==> src/rtl/mem_bus_arbiter_if.sv <==
// mem_bus_arbiter_if: IFU, LSU and memory request/response channels of the memory arbiter
// Ports: slave = arbiter side, master = requester/memory side
interface mem_bus_arbiter_if #(
  parameter int ADDR_WIDTH = 32,
  parameter int DATA_WIDTH = 32,
  parameter int MASK_WIDTH = 8
);
  logic                  ifu_req_valid;
  logic                  ifu_req_ready;
  logic [ADDR_WIDTH-1:0] ifu_addr;
  logic                  ifu_rsp_valid;
  logic                  ifu_rsp_ready;
  logic [DATA_WIDTH-1:0] ifu_rdata;
  logic                  lsu_req_valid;
  logic                  lsu_req_ready;
  logic [ADDR_WIDTH-1:0] lsu_addr;
  logic                  lsu_wen;
  logic [DATA_WIDTH-1:0] lsu_wdata;
  logic [MASK_WIDTH-1:0] lsu_wmask;
  logic                  lsu_rsp_valid;
  logic                  lsu_rsp_ready;
  logic [DATA_WIDTH-1:0] lsu_rdata;
  logic                  mem_req_valid;
  logic                  mem_req_ready;
  logic [ADDR_WIDTH-1:0] mem_addr;
  logic                  mem_wen;
  logic [DATA_WIDTH-1:0] mem_wdata;
  logic [MASK_WIDTH-1:0] mem_wmask;
  logic                  mem_rsp_valid;
  logic                  mem_rsp_ready;
  logic [DATA_WIDTH-1:0] mem_rdata;
  modport slave (
    input  ifu_req_valid, ifu_addr, ifu_rsp_ready,
    input  lsu_req_valid, lsu_addr, lsu_wen, lsu_wdata, lsu_wmask, lsu_rsp_ready,
    input  mem_req_ready, mem_rsp_valid, mem_rdata,
    output ifu_req_ready, ifu_rsp_valid, ifu_rdata,
    output lsu_req_ready, lsu_rsp_valid, lsu_rdata,
    output mem_req_valid, mem_addr, mem_wen, mem_wdata, mem_wmask, mem_rsp_ready
  );
  modport master (
    output ifu_req_valid, ifu_addr, ifu_rsp_ready,
    output lsu_req_valid, lsu_addr, lsu_wen, lsu_wdata, lsu_wmask, lsu_rsp_ready,
    output mem_req_ready, mem_rsp_valid, mem_rdata,
    input  ifu_req_ready, ifu_rsp_valid, ifu_rdata,
    input  lsu_req_ready, lsu_rsp_valid, lsu_rdata,
    input  mem_req_valid, mem_addr, mem_wen, mem_wdata, mem_wmask, mem_rsp_ready
  );
endinterface

==> src/rtl/mem_bus_arbiter.sv <==
// mem_bus_arbiter: shares one memory port between IFU (read) and LSU (read/write), one transaction in flight
// Ports: clk, rst (sync, active-high), bus = IFU/LSU/memory valid-ready channels (slave modport)
module mem_bus_arbiter #(
  parameter int ADDR_WIDTH   = 32,
  parameter int DATA_WIDTH   = 32,
  parameter int MASK_WIDTH   = 8,
  parameter bit LSU_PRIORITY = 1'b1
) (
  input logic              clk,
  input logic              rst,
  mem_bus_arbiter_if.slave bus
);
  typedef enum logic [1:0] {IDLE, ISSUE, WAIT_RSP, RESP} state_t;
  typedef enum logic [1:0] {OWN_NONE, OWN_IFU, OWN_LSU} owner_t;
  state_t                r_state, w_next;
  owner_t                r_owner;
  logic                  r_last_lsu;
  logic [ADDR_WIDTH-1:0] r_addr;
  logic                  r_wen;
  logic [DATA_WIDTH-1:0] r_wdata;
  logic [MASK_WIDTH-1:0] r_wmask;
  logic [DATA_WIDTH-1:0] r_rdata;
  logic                  w_pick_lsu, w_grant_ifu, w_grant_lsu, w_rsp_hs;
  // a tie goes to LSU in fixed-priority mode, otherwise to whoever did not win last
  assign w_pick_lsu  = bus.lsu_req_valid && (!bus.ifu_req_valid || LSU_PRIORITY || !r_last_lsu);
  assign w_grant_lsu = (r_state == IDLE) && w_pick_lsu;
  assign w_grant_ifu = (r_state == IDLE) && bus.ifu_req_valid && !w_pick_lsu;
  assign w_rsp_hs    = (bus.ifu_rsp_valid && bus.ifu_rsp_ready) || (bus.lsu_rsp_valid && bus.lsu_rsp_ready);
  always_comb begin
    w_next = r_state;
    case (r_state)
      IDLE:     w_next = (w_grant_ifu || w_grant_lsu) ? ISSUE : IDLE;
      ISSUE:    w_next = bus.mem_req_ready ? WAIT_RSP : ISSUE;
      WAIT_RSP: w_next = bus.mem_rsp_valid ? RESP : WAIT_RSP;
      RESP:     w_next = w_rsp_hs ? IDLE : RESP;
      default:  w_next = IDLE;
    endcase
  end
  always_ff @(posedge clk) begin
    if (rst) begin
      r_state    <= IDLE;
      r_owner    <= OWN_NONE;
      r_last_lsu <= 1'b1;
      r_addr     <= '0;
      r_wen      <= 1'b0;
      r_wdata    <= '0;
      r_wmask    <= '0;
      r_rdata    <= '0;
    end else begin
      r_state <= w_next;
      if (w_grant_ifu || w_grant_lsu) begin
        r_owner    <= w_grant_lsu ? OWN_LSU : OWN_IFU;
        r_last_lsu <= w_grant_lsu;
        r_addr     <= w_grant_lsu ? bus.lsu_addr : bus.ifu_addr;
        r_wen      <= w_grant_lsu && bus.lsu_wen;
        r_wdata    <= w_grant_lsu ? bus.lsu_wdata : '0;
        r_wmask    <= w_grant_lsu ? bus.lsu_wmask : '0;
      end
      if (r_state == WAIT_RSP && bus.mem_rsp_valid) r_rdata <= bus.mem_rdata;
      if (r_state == RESP && w_rsp_hs) r_owner <= OWN_NONE;
    end
  end
  assign bus.ifu_req_ready = w_grant_ifu;
  assign bus.lsu_req_ready = w_grant_lsu;
  assign bus.mem_req_valid = r_state == ISSUE;
  assign bus.mem_addr      = r_addr;
  assign bus.mem_wen       = r_wen;
  assign bus.mem_wdata     = r_wdata;
  assign bus.mem_wmask     = r_wmask;
  assign bus.mem_rsp_ready = r_state == WAIT_RSP;
  assign bus.ifu_rsp_valid = (r_state == RESP) && (r_owner == OWN_IFU);
  assign bus.lsu_rsp_valid = (r_state == RESP) && (r_owner == OWN_LSU);
  assign bus.ifu_rdata     = r_rdata;
  assign bus.lsu_rdata     = r_rdata;
endmodule

==> src/flat_wrapper.sv <==
// flat-port wrapper written by rule: the top's interface ports become plain ports
module mem_bus_arbiter_flat 
#(
  parameter int ADDR_WIDTH   = 32,
  parameter int DATA_WIDTH   = 32,
  parameter int MASK_WIDTH   = 8,
  parameter bit LSU_PRIORITY = 1'b1
)
  (clk, rst, bus_ifu_req_valid, bus_ifu_addr, bus_ifu_rsp_ready, bus_lsu_req_valid, bus_lsu_addr, bus_lsu_wen, bus_lsu_wdata, bus_lsu_wmask, bus_lsu_rsp_ready, bus_mem_req_ready, bus_mem_rsp_valid, bus_mem_rdata, bus_ifu_req_ready, bus_ifu_rsp_valid, bus_ifu_rdata, bus_lsu_req_ready, bus_lsu_rsp_valid, bus_lsu_rdata, bus_mem_req_valid, bus_mem_addr, bus_mem_wen, bus_mem_wdata, bus_mem_wmask, bus_mem_rsp_ready);
  mem_bus_arbiter_if #(.ADDR_WIDTH(ADDR_WIDTH), .DATA_WIDTH(DATA_WIDTH), .MASK_WIDTH(MASK_WIDTH)) bus_i ();
  input logic clk;
  input logic rst;
  input wire logic [$bits(bus_i.ifu_req_valid)-1:0] bus_ifu_req_valid;
  input wire logic [$bits(bus_i.ifu_addr)-1:0] bus_ifu_addr;
  input wire logic [$bits(bus_i.ifu_rsp_ready)-1:0] bus_ifu_rsp_ready;
  input wire logic [$bits(bus_i.lsu_req_valid)-1:0] bus_lsu_req_valid;
  input wire logic [$bits(bus_i.lsu_addr)-1:0] bus_lsu_addr;
  input wire logic [$bits(bus_i.lsu_wen)-1:0] bus_lsu_wen;
  input wire logic [$bits(bus_i.lsu_wdata)-1:0] bus_lsu_wdata;
  input wire logic [$bits(bus_i.lsu_wmask)-1:0] bus_lsu_wmask;
  input wire logic [$bits(bus_i.lsu_rsp_ready)-1:0] bus_lsu_rsp_ready;
  input wire logic [$bits(bus_i.mem_req_ready)-1:0] bus_mem_req_ready;
  input wire logic [$bits(bus_i.mem_rsp_valid)-1:0] bus_mem_rsp_valid;
  input wire logic [$bits(bus_i.mem_rdata)-1:0] bus_mem_rdata;
  output wire logic [$bits(bus_i.ifu_req_ready)-1:0] bus_ifu_req_ready;
  output wire logic [$bits(bus_i.ifu_rsp_valid)-1:0] bus_ifu_rsp_valid;
  output wire logic [$bits(bus_i.ifu_rdata)-1:0] bus_ifu_rdata;
  output wire logic [$bits(bus_i.lsu_req_ready)-1:0] bus_lsu_req_ready;
  output wire logic [$bits(bus_i.lsu_rsp_valid)-1:0] bus_lsu_rsp_valid;
  output wire logic [$bits(bus_i.lsu_rdata)-1:0] bus_lsu_rdata;
  output wire logic [$bits(bus_i.mem_req_valid)-1:0] bus_mem_req_valid;
  output wire logic [$bits(bus_i.mem_addr)-1:0] bus_mem_addr;
  output wire logic [$bits(bus_i.mem_wen)-1:0] bus_mem_wen;
  output wire logic [$bits(bus_i.mem_wdata)-1:0] bus_mem_wdata;
  output wire logic [$bits(bus_i.mem_wmask)-1:0] bus_mem_wmask;
  output wire logic [$bits(bus_i.mem_rsp_ready)-1:0] bus_mem_rsp_ready;
  assign bus_i.ifu_req_valid = bus_ifu_req_valid;
  assign bus_i.ifu_addr = bus_ifu_addr;
  assign bus_i.ifu_rsp_ready = bus_ifu_rsp_ready;
  assign bus_i.lsu_req_valid = bus_lsu_req_valid;
  assign bus_i.lsu_addr = bus_lsu_addr;
  assign bus_i.lsu_wen = bus_lsu_wen;
  assign bus_i.lsu_wdata = bus_lsu_wdata;
  assign bus_i.lsu_wmask = bus_lsu_wmask;
  assign bus_i.lsu_rsp_ready = bus_lsu_rsp_ready;
  assign bus_i.mem_req_ready = bus_mem_req_ready;
  assign bus_i.mem_rsp_valid = bus_mem_rsp_valid;
  assign bus_i.mem_rdata = bus_mem_rdata;
  assign bus_ifu_req_ready = bus_i.ifu_req_ready;
  assign bus_ifu_rsp_valid = bus_i.ifu_rsp_valid;
  assign bus_ifu_rdata = bus_i.ifu_rdata;
  assign bus_lsu_req_ready = bus_i.lsu_req_ready;
  assign bus_lsu_rsp_valid = bus_i.lsu_rsp_valid;
  assign bus_lsu_rdata = bus_i.lsu_rdata;
  assign bus_mem_req_valid = bus_i.mem_req_valid;
  assign bus_mem_addr = bus_i.mem_addr;
  assign bus_mem_wen = bus_i.mem_wen;
  assign bus_mem_wdata = bus_i.mem_wdata;
  assign bus_mem_wmask = bus_i.mem_wmask;
  assign bus_mem_rsp_ready = bus_i.mem_rsp_ready;
  mem_bus_arbiter #(.ADDR_WIDTH(ADDR_WIDTH), .DATA_WIDTH(DATA_WIDTH), .MASK_WIDTH(MASK_WIDTH), .LSU_PRIORITY(LSU_PRIORITY)) u_core (.clk(clk), .rst(rst), .bus(bus_i));
endmodule
==> config.mk <==
export PLATFORM = sky130hd
export DESIGN_NAME = mem_bus_arbiter_flat
export DESIGN_NICKNAME = d
export VERILOG_FILES = /design/src/rtl/mem_bus_arbiter_if.sv /design/src/rtl/mem_bus_arbiter.sv /design/src/flat_wrapper.sv
export SDC_FILE = /design/constraint.sdc
export NUM_CORES = 1
export LEC_CHECK = 0
export ABC_AREA = 1
export BUFFER_PORTS_ARGS = -buffer_cell sky130_fd_sc_hd__buf_4
export CORE_AREA = 2 2 113 115
export CTS_CLUSTER_DIAMETER = 80
export CTS_CLUSTER_SIZE = 28
export DETAILED_ROUTE_END_ITERATION = 16
export DIE_AREA = 0 0 115 117
export PLACE_DENSITY = 0.7
export SLEW_MARGIN = 20
export SYNTH_ARGS = -nofsm -noshare
export SYNTH_HDL_FRONTEND = slang
export SYNTH_SLANG_ARGS = --single-unit
==> constraint.sdc <==
create_clock -name clk -period 3.1 [get_ports clk]
set_clock_uncertainty 0.05 [all_clocks]
set_input_delay 0.31 -clock clk [delete_from_list [all_inputs] [get_ports clk]]
set_output_delay 0.31 -clock clk [all_outputs]
set_load 0.1 [all_outputs]
## After elaboration in Yosys (flattened, before gate mapping)

Cells that the tools add are included.

| operators by class | value |
|---|---|
| add/sub/neg operators | 0 |
| multipliers | 0 |
| divide/modulo/power cells | 0 |
| $lt $le $gt $ge | 0 |
| eq/ne operators | 5 |
| shifts and indexed selects | 0 |
| mux-type cells | 9 |
| bitwise operators | 0 |
| reduce and logical (&&, ||, !) cells | 15 |

Operators by type and width:

| cell | count |
|---|---|
| $mux 32 | 2 |
| $logic_and 1x1->1 | 10 |
| $mux 8 | 1 |
| $pmux 2 s4 | 1 |
| $eq 2x2->1 const B | 3 |
| $mux 2 | 3 |
| $eq 2x1->1 const B | 2 |
| $logic_not 2->1 | 1 |
| $logic_or 1x1->1 | 2 |
| $mux 1 | 2 |
| $reduce_or 2->1 | 1 |
| $logic_not 1->1 | 1 |

| storage, ports and cells | value |
|---|---|
| register bits after elaboration | 109 |
| latch bits | 0 |
| bits in writable memories | 0 |
| ROM bits | 0 |
| input bits | 145 |
| output and inout port bits | 143 |
| logic and storage cells | 36 |
| memories kept | 0 |

## Logic depth before layout (Yosys ltp)

| logic depth | value |
|---|---|
| word-level depth | 6 |
| mapped depth | 8 |
| depth with buffers taken out | 8 |

## Worst setup path after synthesis

No wires, ideal clock.

| timing | value |
|---|---|
| path kind | reg2out |
| start point | register u_core.r_state[0] |
| end point | output port bus_ifu_rsp_valid |
| arrival | 2.563 ns |
| data required time | 2.740 ns |
| path slack | 0.177 ns |
| stages on the path, launching flop included | 3 |
| path buffers | 0 |
| path through | dfxtp_1 -> nand2_1 -> nor3_1 |

| between the ends | value |
|---|---|
| longest elaborated chain between the ends | 2 |

Ends and longest elaborated chain:

| item | line | RTL |
|---|---|---|
| from (decl) | mem_bus_arbiter.sv:15 | `state_t r_state, w_next;` |
| from (signal assigned) | mem_bus_arbiter.sv:50 | `r_state <= w_next;` |
| $eq 2x2->1 | mem_bus_arbiter.sv:71 | `assign bus.ifu_rsp_valid = (r_state == RESP) && (r_owner == OWN_IFU);` |
| $logic_and 1x1->1 | mem_bus_arbiter.sv:71 |  |
| to (decl) | flat_wrapper.sv:26 | `output wire logic [$bits(bus_i.ifu_rsp_valid)-1:0] bus_ifu_rsp_valid;` |

Every way passes these cells.

## Worst setup path in the final report

| timing | value |
|---|---|
| start point | register u_core.r_state[1] |
| end point | output port bus_mem_rsp_ready |

| between the ends | value |
|---|---|
| longest elaborated chain between the ends | 1 |

Ends and longest elaborated chain:

| item | line | RTL |
|---|---|---|
| $eq 2x2->1 | mem_bus_arbiter.sv:70 | `assign bus.mem_rsp_ready = r_state == WAIT_RSP;` |
| to (decl) | flat_wrapper.sv:36 | `output wire logic [$bits(bus_i.mem_rsp_ready)-1:0] bus_mem_rsp_ready;` |

Every way passes these cells.

==> impl_results.md <==
- Vias in the first global route: 4037
- Sequential Area: 2182 sq um
- CP max stage delay: 540 ps
- YS warnings: 0
- Hold Startpoint: bus_lsu_wdata[29]
- Maximum number of pins on one net before global-route repair: 74
- Unique cell type count in the Yosys netlist: 17
- Leak: 3.433 nW
- R2r startpoint: u_core.r_state[1]$_SDFF_PP0_
- Crit end category: output pin
- Final Hold Fails: 0
- Area taken by multi-input logic gates: 1745 sq um
- Initial antenna violation count: 0
- Worst-path clk slew: 70 ps
- Compound-cell area share of the yosys netlist: 0.08765
- Dpl cells: 998
- Tcrit/Tclk final: 0.7161
- Clock latency on the worst-skew pair: 340 ps
- Die W: 115 um
- Post-Synth Simple-Gate Area: 0.2974
- Multiplexer share of the synthesized area: 0
- GPL Wtd Cong: 0.8004
- Total global routing overflow: 0
- Worst r2r dst: u_core.bus.ifu_rdata[30]$_SDFFE_PP0P_
- Final Net Count: 1005
- Post-route ant nets: 0
- Die area: 13460 sq um
- Rel. slew slack: 0.3271
- Clock root cell: clkbuf_16
- Core Util, Final: 0.5534
- Adder-Cell Fraction of Synth Area: 0
- Required @ worst endpoint: 2740 ps
- Hold buffers post-CTS: 0
- Slew at the pin closest to its max-slew limit: 1003 ps
- Highest clock rate: 450.5 MHz
- XOR/XNOR share of the synthesized area: 0
- Reg power frac: 0.371
- Vias: 4725
- Post-DP HPWL: 9519 um
- Remaining DRCs: 0
- Cell row count: 41
- Final Critical Period: 2220 ps
- Data arrival, critical path: 1860 ps
- Clk pwr share: 0.284
- Die Span Y: 117 um
- CP startpoint kind: flop
- TritonCTS clock tree: done
- Slew Limit Fails: 0
- Comb pwr share: 0.345
- Vias per cell: 4.655
- Port Buffer Count: 287
- Final WL: 13370 um
- P_int: 2.548 mW
- Setup total negative slack: 0 ps
- Post-route insts no fill: 1015
- Fraction of layout cells with a size suffix above 1: 0.3642
- Pre-Repair DR Iteration Count: 4
- Min-Delay Path Class: in2reg
- Final setup violation count: 0
- Peak supply drop: 0.0002876 V
- Worst Slack Setup Final: 880.0 ps
- Netlist Area Pre-Place: 4497 sq um
- WHS Path Cells: 3
- Sw power: 1.641 mW
- Post-synth net total: 771
- Area leader, netlist: dfxtp_1
- Cell family with the largest share of critical-path delay: simple AND/OR/NAND/NOR gates
- Avg WL per Cell: 13.18 um
- Power Density: 614.9 nW/um^2
- CP Buf/Inv Count: 2
- Yosys top cell area share: 0.4853
- Post-CTS sizing: 0
- Status: finished, final reports clean
- Largest family of logic cells by synthesized area: simple AND/OR/NAND/NOR gates
- First-pass GRT wire length: 19930 um
- Diodes inserted: 0
- Hold endpoint: u_core.bus.mem_wdata[29]$_SDFFE_PP0P_
- CORE AREA: 12310 sq um
- #FFs+latches synth: 109
- Max-cap viol count: 0
- Placement Setup Slack: 924.9 ps
- Ports: 288
- Mean Syn Cell Area: 7.183 sq um
- Area Growth Syn to Fin: 51.50%
- Reg2Reg Depth: 6
- Critical path's slowest cell: nor2_2
- Post-Syn Instances: 626
- RSZ-0062 raised after global routing: false
- Main area contributors after synthesis: dfxtp_1 (49%), nand2_1 (21%), a21oi_1 (8.5%)
- Tot Pwr: 4.189 mW
- Fill count: 1192
- Initial Utilization: 0.3652
- CTS Sinks: 109
- Sequential-to-total area share from yosys stat: 0.4853
- Longest Clk Path Bufs: 2
- Switching Share: 0.3917
- Critical path fanouts, max: 16
- H-tree Lvls: 3
- GRT Total Usage: 0.1852
- Worst Setup Path Type: reg2out
- Setup Buffers After CTS: 0
- R2r setup slk: 1210 ps
- Number of DRC markers in iteration 0: 336
- TritonCTS Buffers: 9
- Critical path cell sequence: inv_1, nor2_2, buf_4
-- worst max path at each step --
stage,from,endpoint,cells after the start
6_report,u_core.r_state[1]$_SDFF_PP0_,bus_mem_rsp_ready,3
5_1_grt,u_core.r_state[1]$_SDFF_PP0_,bus_ifu_req_ready,5
4_1_cts,u_core.r_state[0]$_SDFF_PP0_,bus_ifu_req_ready,5
3_5_place_dp,bus_ifu_req_valid,u_core.bus.mem_wdata[22]$_SDFFE_PP0P_,5
3_3_place_gp,bus_ifu_req_valid,u_core.bus.mem_wmask[3]$_SDFFE_PP0P_,5
2_1_floorplan,u_core.r_state[0]$_SDFF_PP0_,bus_ifu_rsp_valid,2
-- metal layers --
| layer | GRT usage | up-vias | share of wire |
|---|---|---|---|
| li1 | - | 2399 | - |
| met1 | 0.2233 | 2105 | 0.40 |
| met2 | 0.3090 | 194 | 0.49 |
| met3 | 0.05252 | 27 | 0.083 |
| met4 | 0.08273 | 0 | 0.028 |
| met5 | 0 | - | 0 |
-- final cells by class --
| type | count | area share |
|---|---|---|
| Clock buffer | 13 | 0.03967 |
| Clock inverter | 3 | 0.006244 |
| Inverter | 40 | 0.02204 |
| Multi-Input combinational cell | 405 | 0.2562 |
| Sequential cell | 109 | 0.3203 |
| Tap cell | 150 | 0.02755 |
| Timing Repair Buffer | 295 | 0.3280 |
-- state kept, by name (all words and copies together) (netlist names) --
register / cells
u_core.bus.mem_wen: 1
u_core.r_owner: 2
u_core.bus.mem_wdata: 32
u_core.bus.ifu_rdata: 32
u_core.bus.mem_wmask: 8
u_core.bus.mem_addr: 32
u_core.r_state: 2
-- layout by cell type, fill, tap and decap left out, types with 2 or more instances in the layout --
| cell | synthesis | layout |
|---|---|---|
| clkbuf_8 | 0 | 3 |
| nor2_1 | 5 | 5 |
| dfxtp_1 | 109 | 109 |
| clkbuf_16 | 0 | 9 |
| nand2_1 | 247 | 247 |
| nor2_2 | 2 | 2 |
| buf_4 | 38 | 294 |
| nand3_1 | 69 | 69 |
| inv_1 | 39 | 39 |
| a21oi_1 | 76 | 76 |
| nor3_1 | 2 | 2 |
-- cells in the mapped netlist --
library cell / number
nor2_4: 1
nand3_1: 69
o21ai_2: 1
o21ai_0: 1
a21oi_1: 76
nor3b_2: 1
nor2_1: 5
inv_1: 39
buf_1: 1
nor3_1: 2
clkbuf_1: 17
buf_2: 16
dfxtp_1: 109
clkinv_1: 1
nor2_2: 2
buf_4: 38
nand2_1: 247
-- cell families (layout without fill, tap and decap cells) --
| family | after synthesis | after routing |
|---|---|---|
| AND/OR/NAND/NOR | 327 | 327 |
| AO/OA/AOI/OAI | 78 | 78 |
| flip-flops | 109 | 109 |
| buffers and inverters | 112 | 351 |
-- per-stage QoR --
stage                     hold slack, ps  cell area (sq um)
final                              167.7               6813
after floorplan                    402.9               4497
after global routing               157.5               6813
after global placement             402.0               6472
after CTS                          154.1               6785
after detailed placement           405.8               6472
-- power groups by stage --
stage	sequential (mW)	clock, mW	combinational [mW]
2_1_floorplan	2.22	0	0.436
3_3_place_gp	1.59	0	1.43
3_5_place_dp	1.59	0	1.44
4_1_cts	1.55	1.23	1.44
5_1_grt	1.57	1.28	1.52
6_report	1.56	1.19	1.44
-- worst register-to-register path: stages, from the launching register on --
cell and delay [ps]:
dfxtp_1 460, inv_1 100, nor2_2 540, nand2_1 140
buf_4 280, nand2_1 100, a21oi_1 60
Note: power is estimated with default switching activity, not from simulation.
